<file path="src/rtl/piso_serializer_pkg.sv">
// rtl/piso_serializer_pkg.sv - shared types and helpers for the PISO serializer
package piso_pkg;

    localparam int WIDTH_MIN = 2;
    localparam int WIDTH_MAX = 32;

    typedef enum logic [0:0] {
        IDLE  = 1'b0,
        SHIFT = 1'b1
    } state_t;

    // A 2-bit word still needs a 1-bit counter, where $clog2(2) alone would give 1 anyway
    // but $clog2 of smaller values would collapse to zero width.
    function automatic int cnt_width(input int width);
        return (width <= WIDTH_MIN) ? 1 : $clog2(width);
    endfunction

endpackage

</file>
<file path="src/rtl/piso_serializer_if.sv">
// rtl/piso_serializer_if.sv - word-load handshake and serial output bundle
interface piso_serializer_if #(
    parameter int WIDTH = 4
);
    logic             load;
    logic [WIDTH-1:0] pin;
    logic             ready;
    logic             sout;
    logic             sout_valid;
    logic             done;

    modport master (
        output load,
        output pin,
        input  ready,
        input  sout,
        input  sout_valid,
        input  done
    );

    modport slave (
        input  load,
        input  pin,
        output ready,
        output sout,
        output sout_valid,
        output done
    );

endinterface

</file>
<file path="src/rtl/piso_serializer.sv">
// rtl/piso_serializer.sv - parallel-in/serial-out transmitter with ready/load handshake
module piso_serializer
    import piso_pkg::*;
#(
    parameter int WIDTH     = 4,
    parameter bit MSB_FIRST = 1'b1
) (
    input  logic              clk,
    input  logic              rst,
    piso_serializer_if.slave  bus
);

    localparam int            CW   = cnt_width(WIDTH);
    localparam logic [CW-1:0] LAST = CW'(WIDTH - 1);

    state_t           state;
    state_t           state_nxt;
    logic [WIDTH-1:0] shreg;
    logic [WIDTH-1:0] shreg_nxt;
    logic [WIDTH-1:0] shreg_shifted;
    logic [CW-1:0]    cnt;
    logic [CW-1:0]    cnt_nxt;
    logic             last_bit;
    logic             ready;
    logic             accept;

    logic             sout_q;
    logic             sout_valid_q;
    logic             done_q;
    logic             sout_d;
    logic             sout_valid_d;
    logic             done_d;

    // The last-bit cycle is also a load window, which is what makes back-to-back words gapless.
    assign last_bit = (state == SHIFT) && (cnt == LAST);
    assign ready    = rst && ((state == IDLE) || last_bit);
    assign accept   = bus.load && ready;

    assign shreg_shifted = MSB_FIRST ? {shreg[WIDTH-2:0], 1'b0}
                                     : {1'b0, shreg[WIDTH-1:1]};

    always_ff @(posedge clk or negedge rst) begin
        if (!rst) begin
            state        <= IDLE;
            shreg        <= '0;
            cnt          <= '0;
            sout_q       <= 1'b0;
            sout_valid_q <= 1'b0;
            done_q       <= 1'b0;
        end else begin
            state        <= state_nxt;
            shreg        <= shreg_nxt;
            cnt          <= cnt_nxt;
            sout_q       <= sout_d;
            sout_valid_q <= sout_valid_d;
            done_q       <= done_d;
        end
    end

    always_comb begin
        state_nxt = state;
        shreg_nxt = shreg;
        cnt_nxt   = cnt;
        case (state)
            IDLE: begin
                if (accept) begin
                    state_nxt = SHIFT;
                    shreg_nxt = bus.pin;
                    cnt_nxt   = '0;
                end
            end
            SHIFT: begin
                if (last_bit) begin
                    if (accept) begin
                        shreg_nxt = bus.pin;
                        cnt_nxt   = '0;
                    end else begin
                        state_nxt = IDLE;
                        shreg_nxt = '0;
                        cnt_nxt   = '0;
                    end
                end else begin
                    shreg_nxt = shreg_shifted;
                    cnt_nxt   = cnt + CW'(1);
                end
            end
            default: begin
                state_nxt = IDLE;
                shreg_nxt = '0;
                cnt_nxt   = '0;
            end
        endcase
    end

    // Outputs are computed from the next state and registered, so they line up with shreg/cnt.
    always_comb begin
        sout_d       = 1'b0;
        sout_valid_d = 1'b0;
        done_d       = 1'b0;
        if (state_nxt == SHIFT) begin
            sout_d       = MSB_FIRST ? shreg_nxt[WIDTH-1] : shreg_nxt[0];
            sout_valid_d = 1'b1;
            done_d       = (cnt_nxt == LAST);
        end
    end

    assign bus.ready      = ready;
    assign bus.sout       = sout_q;
    assign bus.sout_valid = sout_valid_q;
    assign bus.done       = done_q;

endmodule

</file>
<file path="src/flat_wrapper.sv">
// flat-port wrapper written by rule: the top's interface ports become plain ports
module piso_serializer_flat import piso_pkg::*;
#(
    parameter int WIDTH     = 4,
    parameter bit MSB_FIRST = 1'b1
)
  (clk, rst, bus_load, bus_pin, bus_ready, bus_sout, bus_sout_valid, bus_done);
  piso_serializer_if #(.WIDTH(WIDTH)) bus_i ();
  input  logic clk;
  input  logic rst;
  input wire logic [$bits(bus_i.load)-1:0] bus_load;
  input wire logic [$bits(bus_i.pin)-1:0] bus_pin;
  output wire logic [$bits(bus_i.ready)-1:0] bus_ready;
  output wire logic [$bits(bus_i.sout)-1:0] bus_sout;
  output wire logic [$bits(bus_i.sout_valid)-1:0] bus_sout_valid;
  output wire logic [$bits(bus_i.done)-1:0] bus_done;
  assign bus_i.load = bus_load;
  assign bus_i.pin = bus_pin;
  assign bus_ready = bus_i.ready;
  assign bus_sout = bus_i.sout;
  assign bus_sout_valid = bus_i.sout_valid;
  assign bus_done = bus_i.done;
  piso_serializer #(.WIDTH(WIDTH), .MSB_FIRST(MSB_FIRST)) u_core (.clk(clk), .rst(rst), .bus(bus_i));
endmodule
</file>
<file path="config.mk">
export PLATFORM = sky130hd
export DESIGN_NAME = piso_serializer_flat
export DESIGN_NICKNAME = d
export VERILOG_FILES = /design/src/rtl/piso_serializer_pkg.sv /design/src/rtl/piso_serializer_if.sv /design/src/rtl/piso_serializer.sv /design/src/flat_wrapper.sv
export SDC_FILE = /design/constraint.sdc
export NUM_CORES = 1
export LEC_CHECK = 0
export BUFFER_PORTS_ARGS = -buffer_cell sky130_fd_sc_hd__buf_2
export CAP_MARGIN = 10
export CORE_AREA = 8 8 45 47
export CTS_BUF_LIST = sky130_fd_sc_hd__clkbuf_8 sky130_fd_sc_hd__clkbuf_16
export CTS_CLUSTER_DIAMETER = 200
export DETAILED_ROUTE_END_ITERATION = 8
export DIE_AREA = 0 0 53 55
export GPL_TIMING_DRIVEN = 0
export RECOVER_POWER = 50
export SYNTH_ARGS = -nofsm -noshare
export SYNTH_HDL_FRONTEND = slang
export SYNTH_SLANG_ARGS = --single-unit
export TNS_END_PERCENT = 20
</file>
<file path="constraint.sdc">
create_clock -name clk -period 1.6 [get_ports clk]
set_clock_uncertainty 0.15 [all_clocks]
set_input_delay 0.08 -clock clk [delete_from_list [all_inputs] [get_ports clk]]
set_output_delay 0.08 -clock clk [all_outputs]
set_load 0.01 [all_outputs]
</file>
; Word level (Yosys, flattened, before mapping)
; Cells that the tools add are included.
[word_totals]
regBits = 10
inputBits = 7
wordCells = 29
[classes]
addsub = 1
n_eq_ne = 3
mux = 13
n_bitwise = 1
n_reduce_logical = 4
[ops]
columns = op, n
row1 = two-way mux 4 bit, 3
row2 = case mux 4 bit (2 select lines), 1
row3 = two-way mux 1 bit, 5
row4 = "== test 2 bit, second input constant", 2
row5 = two-way mux 2 bit, 2
row6 = case mux 2 bit (2 select lines), 1
row7 = logical AND 1 bit, 3
row8 = "adder 2 x 1 -> 2 bit, second input constant", 1
row9 = "!= test 2 x 1 -> 1 bit, second input constant", 1
row10 = case mux 1 bit (2 select lines), 1
row11 = logical OR 1 bit, 1
row12 = NOT 1 bit, 1

; Longest topological paths before layout
; Gate-level depths: netlist of the first run.
[logic_depth]
word_depth = 9
ltp_mapped = 4
depth_no_buf = 4

; Worst setup path after synthesis of the first run
; Ideal clock, no wire load.
[synth_timing]
kind = flip-flop to output port
startpoint = register u_core.cnt[0]
endpoint = output bus_ready
t_arrival_ns = 1.035
slack_ns = 0.335
stages_incl_launch_ff = 4
cell_sequence = dfrtp_1 -> ha_1 -> nand2b_1 -> and2_2
[synth_via]
elab_chain_len = 4
[synth_rtl]
columns = item, line_no
row1 = "start, declared", piso_serializer.sv:21  ; logic [CW-1:0] cnt;
row2 = "start signal, assigned", piso_serializer.sv:53  ; cnt <= cnt_nxt;
row3 = == test 2 bit, piso_serializer.sv:35  ; assign last_bit = (state == SHIFT) && (cnt == LAST);
row4 = logical AND 1 bit, piso_serializer.sv:35
row5 = logical OR 1 bit, piso_serializer.sv:36  ; assign ready = rst && ((state == IDLE) || last_bit);
row6 = logical AND 1 bit, piso_serializer.sv:36
row7 = "end, declared", flat_wrapper.sv:13  ; output wire logic [$bits(bus_i.ready)-1:0] bus_ready;
; No other way between the ends.

; Worst setup path in the final report of the first run
; Ends and elaborated chain as after synthesis.

==> results of run 1 <==
==> tightest hold or removal path, cell delays in order <==
cell,delay [ns]
buf_2,0.09
nand2_1,0.12
nand2_1,0.11
==> Yosys cell counts <==
| library cell | number | area [sq um] |
|---|---|---|
| o21ai_0 | 1 | 5.00 |
| nand2b_1 | 1 | 6.26 |
| and2_4 | 1 | 8.76 |
| a32oi_1 | 2 | 17.5 |
| and4bb_2 | 1 | 12.5 |
| nand3b_1 | 2 | 15.0 |
| nand2_1 | 6 | 22.5 |
| dfrtp_1 | 8 | 200 |
| nand3_1 | 1 | 5.00 |
| o22ai_1 | 1 | 6.26 |
| mux2i_1 | 3 | 30.0 |
| ha_1 | 1 | 12.5 |
| o21ai_1 | 3 | 15.0 |
| and2_2 | 1 | 7.51 |
| buf_6 | 1 | 11.3 |
| and2b_4 | 1 | 10.0 |
==> layout make-up <==
type                            instances  area, sq um
Clock buffer                            3         41.3
Fill cell                             137          810
Timing Repair Buffer                   16          106
Multi-Input combinational cell         25          194
Tap cell                               16         20.0
Buffer                                  1         11.3
Sequential cell                         8          201
==> stage by stage <==
step                      cell area, sq um  worst slack (ns)
after floorplan                        385             0.335
after global placement                 455             0.145
after detailed placement               455             0.149
after CTS                              557            0.0188
after global routing                   574           0.00206
final                                  574            0.0467
==> repair_timing <==
action	4_1_cts	5_1_grt
endpoints found under the setup margin	1	1
gates resized for setup	2	2
buffers inserted	0	1
hold buffers	5	0
pin swaps	0	1
endpoints found under the hold margin	12	0
==> logic make-up after synthesis <==
| logic type | share of synthesized area (%) |
|---|---|
| fa+ha+maj | 3.25 |
| buf+inv | 2.92 |
| compound gates | 11.4 |
| simple gates | 22.7 |
| mux | 7.79 |
| flops | 51.9 |
==> state kept, by name (all words and copies together), names as in the netlist <==
| register | flops |
|---|---|
| u_core.bus.done | 1 |
| u_core.bus.sout | 1 |
| u_core.bus.sout_valid | 1 |
| u_core.cnt | 2 |
| u_core.shreg | 3 |
==> power groups by stage <==
stage                     registers, W  logic [W]  clock network, W
after floorplan               0.000346   0.000198                 0
after global placement        0.000341   0.000295                 0
after detailed placement      0.000343   0.000297                 0
after CTS                     0.000347   0.000328          0.000248
after global routing          0.000375   0.000396          0.000272
final                         0.000363   0.000353          0.000245
==> per-layer routing <==
layer	GRT usage, %	vias up	part of all wire [%]
met5	0	-	0
met4	9.05	0	5.8
met1	7.73	142	39
met3	4.55	4	12
met2	10.4	11	44
li1	-	164	-
==> how the worst min path moves through the flow <==
stage / slack (ns) / start / cells after the start / end
floorplan: -0.37 / rst / 0 / u_core.bus.done$_DFF_PN0_
global placement: -0.20 / rst / 1 / u_core.bus.done$_DFF_PN0_
detailed placement: -0.20 / rst / 1 / u_core.bus.done$_DFF_PN0_
CTS: 0.06 / bus_load / 3 / u_core.bus.sout_valid$_DFF_PN0_
global route: 0.07 / bus_load / 3 / u_core.bus.sout_valid$_DFF_PN0_
finish: 0.06 / bus_load / 3 / u_core.bus.sout_valid$_DFF_PN0_
==> Flow_metrics.wiki, run 1 <==
{| class="wikitable"
! Metric !! Value
|-
| Outcome || complete, no violations
|-
| Part of the total power dissipated in the clock network || 25.5%
|-
| Highest net fanout along the worst path || 6
|-
| Fraction of layout cells with a size suffix above 1 || 39.6%
|-
| Critical Path Slowest Stage Cell || dfrtp_2
|-
| Number of flip-flops and latches in the synthesized netlist || 8
|-
| Antenna violation net count after detailed routing || 0
|-
| Net Count, Synth || 42
|-
| Source-to-sink clock delay at the later pin of the worst-skew pair || 0.23 ns
|-
| CTS sink count || 8
|-
| Num CTS Buffers || 3
|-
| Final standard cell count with taps included and fillers excluded || 69
|-
| Synth warnings || 0
|-
| Die Footprint || 2920 sq um
|-
| Post-synthesis instance area || 385 sq um
|-
| Maximum operating frequency || 644 MHz
|-
| Setup CP Type || flip-flop to output port
|-
| CTS tree || done
|-
| Kind of cell adding the most delay to the critical path || flip-flops
|-
| Worst voltage drop across the vdd grid || 0.642 mV
|-
| Largest net degree at the start of global routing || 12
|-
| Sequential share of power || 37.8%
|-
| Number of iterations in the first detailed-routing pass || 3
|-
| Number of standard-cell rows in the floorplan || 14
|-
| CP cell instances || ha_4, nand2b_4, and2_2, buf_2
|-
| Number of H-tree levels || 1
|-
| Total negative slack for setup checks || 0 ns
|-
| WP buf/inv || 1
|-
| Combinational share of power || 36.7%
|-
| Final cycle utilization of the critical path || 97.1%
|-
| Most frequent standard cell in the layout excluding fill and tap cells || buf_2
|-
| I/O pin cnt || 11
|-
| Count of buffers inserted at the top-level ports || 10
|-
| Reg2Reg Depth || 5
|-
| Clk buf depth || 2
|-
| Post-DR vias/cell || 4.65
|-
| Worst rel slew slack || 77.4%
|-
| Syn-to-layout area delta || 49.0%
|-
| Final layout net count || 63
|-
| Initial standard-cell utilization of the core || 27.8%
|-
| Max-Cap Viols || 0
|-
| Overall fraction of global-route tracks in use || 7.75%
|-
| Total vias in the final route || 321
|-
| Via count of the first global-routing pass || 296
|-
| Routability congestion estimate || 0.750
|-
| Clk slew on worst S/H paths || 0.04 ns
|-
| CP startpoint kind || flip-flop
|-
| Floorplan die height || 55 um
|-
| Synthesized netlist cell count || 34
|-
| Data arrival time of the worst path || 1.32 ns
|-
| Synth Area per Inst || 11.3 sq um
|-
| Cell count after placement || 60
|-
| Crit path to || bus_ready
|-
| Total stage count of the critical path || 4
|-
| Die span in x || 53 um
|-
| Kind of path behind the tightest hold check || input pin to flip-flop
|-
| Core Region || 1380 sq um
|-
| Actual transition at the worst max-transition pin || 0.339 ns
|-
| Required time of the critical path || 1.37 ns
|-
| Half-perimeter wire length after placement || 579 um
|-
| Launch point of the worst reg-to-reg path || u_core.cnt[1]$_DFF_PN0_
|-
| Sequential-to-total area share from yosys stat || 51.9%
|-
| CTS Root Cell || clkbuf_8
|-
| Internal Dissipation || 0.000651 W
|-
| Switch Pwr || 0.000310 W
|-
| Total grt overflow || 0
|-
| Antenna violations before repair || 0
|-
| Cell Pwr Density || 1670 nW/um^2
|-
| Switching power share of the total || 32.3%
|-
| Leakage Power || 0.266 nW
|-
| CP startpoint || u_core.cnt[0]$_DFF_PN0_
|-
| WL final || 873 um
|-
| Max Transition Viols Final || 0
|-
| Wire length per cell || 12.7 um
|-
| Diodes inserted || 0
|-
| Setup slack of the most critical reg-to-reg path || 0.23 ns
|-
| Crit end category || output port
|-
| Post-Route Utilization || 41.5%
|-
| Total DRC errors in the routed layout || 0
|-
| Reg-to-reg endpoint || u_core.shreg[1]$_DFFE_PN0P_
|-
| Final Setup Violations || 0
|-
| Final critical delay including setup and external delays || 1.55 ns
|-
| Iteration-0 DRC Markers || 5
|-
| First-pass GRT wire length || 1500 um
|-
| Number of distinct library cells after synthesis || 16
|-
| Unrepaired setup endpoints after global routing || no
|-
| Most frequent cells in the layout || buf_2, dfrtp_1, nand2_1, dlygate4sd3_1
|-
| Min Hold Slack || 0.0587 ns
|-
| Tot Pwr || 0.000961 W
|-
| Delay contributed by the slowest stage of the critical path || 0.43 ns
|-
| Final hold vios || 0
|}
No activity file was read; power rests on OpenSTA's default activity.
==> run 2: changes to the inputs <==
--- a/config.mk
+++ b/config.mk
@@ -5,6 +5,7 @@
 export SDC_FILE = /design/constraint.sdc
 export NUM_CORES = 1
 export LEC_CHECK = 0
+export ABC_AREA = 1
 export BUFFER_PORTS_ARGS = -buffer_cell sky130_fd_sc_hd__buf_2
 export CAP_MARGIN = 10
 export CORE_AREA = 8 8 45 47
==> run 2 against run 1 <==
  * Register-to-register slack gained 0.12 ns
  * Fmax grew 2.3%
  * Cell count grew 5.8%
  * Final area shrank 10%
  * Setup slack gained 0.035 ns
  * Utilization shrank 4.2 points
  * Power shrank 7.2%
  * Sequential share of layout area grew 3.8 points
  * Via count grew 1.6%
  * Wire length shrank 10%
  * Critical endpoint unchanged
  * Largest cell class unchanged
  * Largest power group unchanged
==> Flow_metrics.wiki, run 2 <==
{| class="wikitable"
! Metric !! Value
|-
| Cell Pwr Density || 1730 nW/um^2 (was 1670 nW/um^2)
|-
| Clk slew on worst S/H paths || 0.04 ns (about the same)
|-
| Worst rel slew slack || 81.5% (was 77.4%)
|-
| Core Region || 1380 sq um (unchanged)
|-
| Number of enable-type register cells in the synthesized netlist || 0 (unchanged)
|-
| CTS sink count || 8 (unchanged)
|-
| Antenna violation net count after detailed routing || 0 (unchanged)
|-
| Antenna violations before repair || 0 (unchanged)
|-
| Max-Cap Viols || 0 (unchanged)
|-
| Crit end category || output port (unchanged)
|-
| Clk buf depth || 2 (unchanged)
|-
| Number of standard-cell rows in the floorplan || 14 (unchanged)
|-
| Post-Route Utilization || 37.3% (was 41.5%)
|-
| Leakage Power || 0.271 nW (was 0.266 nW)
|-
| Maximum operating frequency || 659 MHz (was 644 MHz)
|-
| Synth warnings || 0 (unchanged)
|-
| Part of the total power dissipated in the clock network || 27.2% (was 25.5%)
|-
| Number of H-tree levels || 1 (unchanged)
|-
| Num CTS Buffers || 3 (unchanged)
|-
| Async SR Flop Fraction || 100% (unchanged)
|-
| Most area-hungry cell type in the Yosys netlist || dfrtp_1 (unchanged)
|-
| Sequential-to-total area share from yosys stat || 57.3% (was 51.9%)
|-
| Total grt overflow || 0 (unchanged)
|-
| Wire length per cell || 10.7 um (was 12.7 um)
|-
| Most frequent standard cell in the layout excluding fill and tap cells || nand2_1 (was buf_2)
|-
| Number of iterations in the first detailed-routing pass || 4 (was 3)
|-
| Post-synthesis instance area || 349 sq um (was 385 sq um)
|-
| I/O pin cnt || 11 (unchanged)
|-
| Final critical delay including setup and external delays || 1.52 ns (was 1.55 ns)
|-
| CP cell instances || ha_1, inv_1, nand2_4, inv_4, nor2_1, buf_2 (was ha_4, nand2b_4, and2_2, buf_2)
|-
| Actual transition at the worst max-transition pin || 0.278 ns (was 0.339 ns)
|-
| Initial standard-cell utilization of the core || 25.2% (was 27.8%)
|-
| Most frequent cells in the layout || nand2_1, buf_2, dfrtp_1, inv_1, dlygate4sd3_1 (was buf_2, dfrtp_1, nand2_1, dlygate4sd3_1)
|-
| Switching power share of the total || 36.8% (was 32.3%)
|-
| Max Transition Viols Final || 0 (unchanged)
|-
| Source-to-sink clock delay at the later pin of the worst-skew pair || 0.23 ns (about the same)
|-
| Post-DR vias/cell || 4.47 (was 4.65)
|-
| Outcome || complete, no violations (unchanged)
|-
| Largest registers in the final layout || u_core.shreg x3, u_core.cnt x2 (unchanged)
|-
| Synth Area per Inst || 8.95 sq um (was 11.3 sq um)
|-
| Number of distinct library cells after synthesis || 11 (was 16)
|-
| Number of flip-flops and latches in the synthesized netlist || 8 (unchanged)
|-
| Die span in x || 53 um (unchanged)
|-
| Max FFs per register || 3 (unchanged)
|-
| Final hold vios || 0 (unchanged)
|-
| Final layout net count || 67 (was 63)
|-
| Syn-to-layout area delta || 47.7% (was 49.0%)
|-
| Kind of cell adding the most delay to the critical path || flip-flops (unchanged)
|-
| Net Count, Synth || 47 (was 42)
|-
| Combinational share of power || 34.6% (was 36.7%)
|-
| Unrepaired setup endpoints after global routing || no (unchanged)
|-
| Data arrival time of the worst path || 1.29 ns (was 1.32 ns)
|-
| WP buf/inv || 3 (was 1)
|-
| Final Setup Violations || 0 (unchanged)
|-
| Fraction of layout cells with a size suffix above 1 || 24.6% (was 39.6%)
|-
| Iteration-0 DRC Markers || 12 (was 5)
|-
| Total of fill cells in the finished design || 153 (was 137)
|-
| Routability congestion estimate || 0.727 (was 0.750)
|-
| Buffers inserted during post-CTS setup optimization || 0 (unchanged)
|-
| Diodes inserted || 0 (unchanged)
|-
| Delay contributed by the slowest stage of the critical path || 0.41 ns (was 0.43 ns)
|-
| Overall fraction of global-route tracks in use || 6.66% (was 7.75%)
|-
| Required time of the critical path || 1.37 ns (about the same)
|-
| Area share of the largest cell type after synthesis || 57.3% (was 51.9%)
|-
| Top_reg_cell synth || dfrtp_1 (unchanged)
|-
| Sequential share of power || 38.2% (was 37.8%)
|-
| WL final || 784 um (was 873 um)
|-
| Setup CP Type || flip-flop to output port (unchanged)
|-
| Synthesized netlist cell count || 39 (was 34)
|-
| Worst voltage drop across the vdd grid || 0.549 mV (was 0.642 mV)
|-
| Top cells by count, synth || nand2_1, dfrtp_1, inv_1, nand4_1, nand3_1 (was dfrtp_1, nand2_1, mux2i_1, o21ai_1)
|-
| Total DRC errors in the routed layout || 0 (unchanged)
|-
| Switch Pwr || 0.000328 W (was 0.000310 W)
|-
| Total negative slack for setup checks || 0 ns (unchanged)
|-
| Largest net degree at the start of global routing || 15 (was 12)
|-
| First-pass GRT wire length || 1390 um (was 1500 um)
|-
| CP startpoint kind || flip-flop (unchanged)
|-
| Total vias in the final route || 326 (was 321)
|-
| Highest net fanout along the worst path || 7 (was 6)
|-
| Floorplan die height || 55 um (unchanged)
|-
| Via count of the first global-routing pass || 332 (was 296)
|-
| Register with the highest flop count || u_core.shreg (unchanged)
|-
| Die Footprint || 2920 sq um (unchanged)
|-
| Final cycle utilization of the critical path || 94.9% (was 97.1%)
|-
| Library cell with the highest instance count after synthesis || nand2_1 (was dfrtp_1)
|-
| CTS Root Cell || clkbuf_8 (unchanged)
|-
| Synth top area cells || dfrtp_1, nand2_1, nand4_1, inv_1, nand3_1 (was dfrtp_1, mux2i_1, nand2_1, a32oi_1, o21ai_1)
|-
| Critical Path Slowest Stage Cell || dfrtp_1 (was dfrtp_2)
|-
| CTS tree || done (unchanged)
|-
| Kind of path behind the tightest hold check || input pin to flip-flop (unchanged)
|-
| Count of buffers inserted at the top-level ports || 10 (unchanged)
|-
| Internal Dissipation || 0.000564 W (was 0.000651 W)
|}
==> run 2: changes by cell type after synthesis, sizes merged, moves of 2 or more <==
cell	before	now
a32oi	2	0
and2	2	0
inv	0	6
mux2i	3	0
nand2	6	13
nand3	1	3
nand3b	2	0
nand4	0	4
o21ai	4	2
==> run 2: cell type report <==
type                            count  area (sq um)  area share [%]
Timing Repair Buffer               15          97.6            18.9
Clock buffer                        3          41.3            8.01
Tap cell                           16          20.0            3.88
Inverter                            6          25.0            4.85
Multi-Input combinational cell     25           131            25.5
Sequential cell                     8           200            38.8
==> run 2: per-layer routing <==
layer	up-vias	global-route usage (%)	routed length (um)
met5	-	0	0
met4	0	5.17	10
met3	2	3.74	114
met2	15	9.18	330
met1	145	7.43	328
li1	164	-	-
==> run 2: worst min-delay path: stages <==
cell and delay (ns):
buf_2 0.14, nand4_1 0.09, nand2_1 0.05
==> run 2: cells by family after synthesis <==
family / Yosys count / synth area share, %
AND/OR/NAND/NOR: 21 / 27.2
flip-flops: 8 / 57.3
buffers and inverters: 6 / 6.45
AO/OA/AOI/OAI: 3 / 5.38
adder cells (fa/ha/maj): 1 / 3.58
==> run 2: worst paths after layout <==
check,cells past startpoint,slack [ns],startpoint,to
min in group asynchronous,2,0.12,rst,u_core.bus.done$_DFF_PN0_
worst min register to register,2,0.33,u_core.cnt[1]$_DFF_PN0_,u_core.cnt[1]$_DFF_PN0_
worst min-delay path,3,0.03,bus_load,u_core.bus.sout$_DFF_PN0_
max in group asynchronous,2,0.97,rst,u_core.bus.sout$_DFF_PN0_
worst max-delay path,6,0.08,u_core.cnt[0]$_DFF_PN0_,bus_ready
worst max register to register,5,0.35,u_core.cnt[0]$_DFF_PN0_,u_core.shreg[0]$_DFFE_PN0P_
==> run 2: repair_timing <==
item | in CTS | in global routing
endpoints found under the hold margin | 12 | 0
endpoints found under the setup margin | 0 | 1
gates resized for setup | 0 | 2
hold buffers | 5 | 0
==> run 2: power by group through the flow <==
| stage | registers [W] | logic [W] | clock network [W] |
|---|---|---|---|
| 3_5_place_dp | 0.000338 | 0.000289 | 0 |
| 4_1_cts | 0.000335 | 0.000299 | 0.000247 |
| 3_3_place_gp | 0.000332 | 0.000284 | 0 |
| 2_1_floorplan | 0.000343 | 0.000179 | 0 |
| 6_report | 0.000341 | 0.000308 | 0.000243 |
| 5_1_grt | 0.000354 | 0.000359 | 0.000256 |
==> run 2: through the flow <==
step / setup slack [ns] / power, W / instances / cell area [sq um] / hold slack, ns
floorplan: 0.444 / 0.000521 / 39 / 349 / -0.366
global placement: 0.305 / 0.000616 / 65 / 419 / -0.183
detailed placement: 0.292 / 0.000627 / 65 / 419 / -0.178
CTS: 0.0466 / 0.000881 / 73 / 510 / 0.0311
global route: 0.0235 / 0.000969 / 73 / 515 / 0.0448
finish: 0.0818 / 0.000892 / 73 / 515 / 0.0268
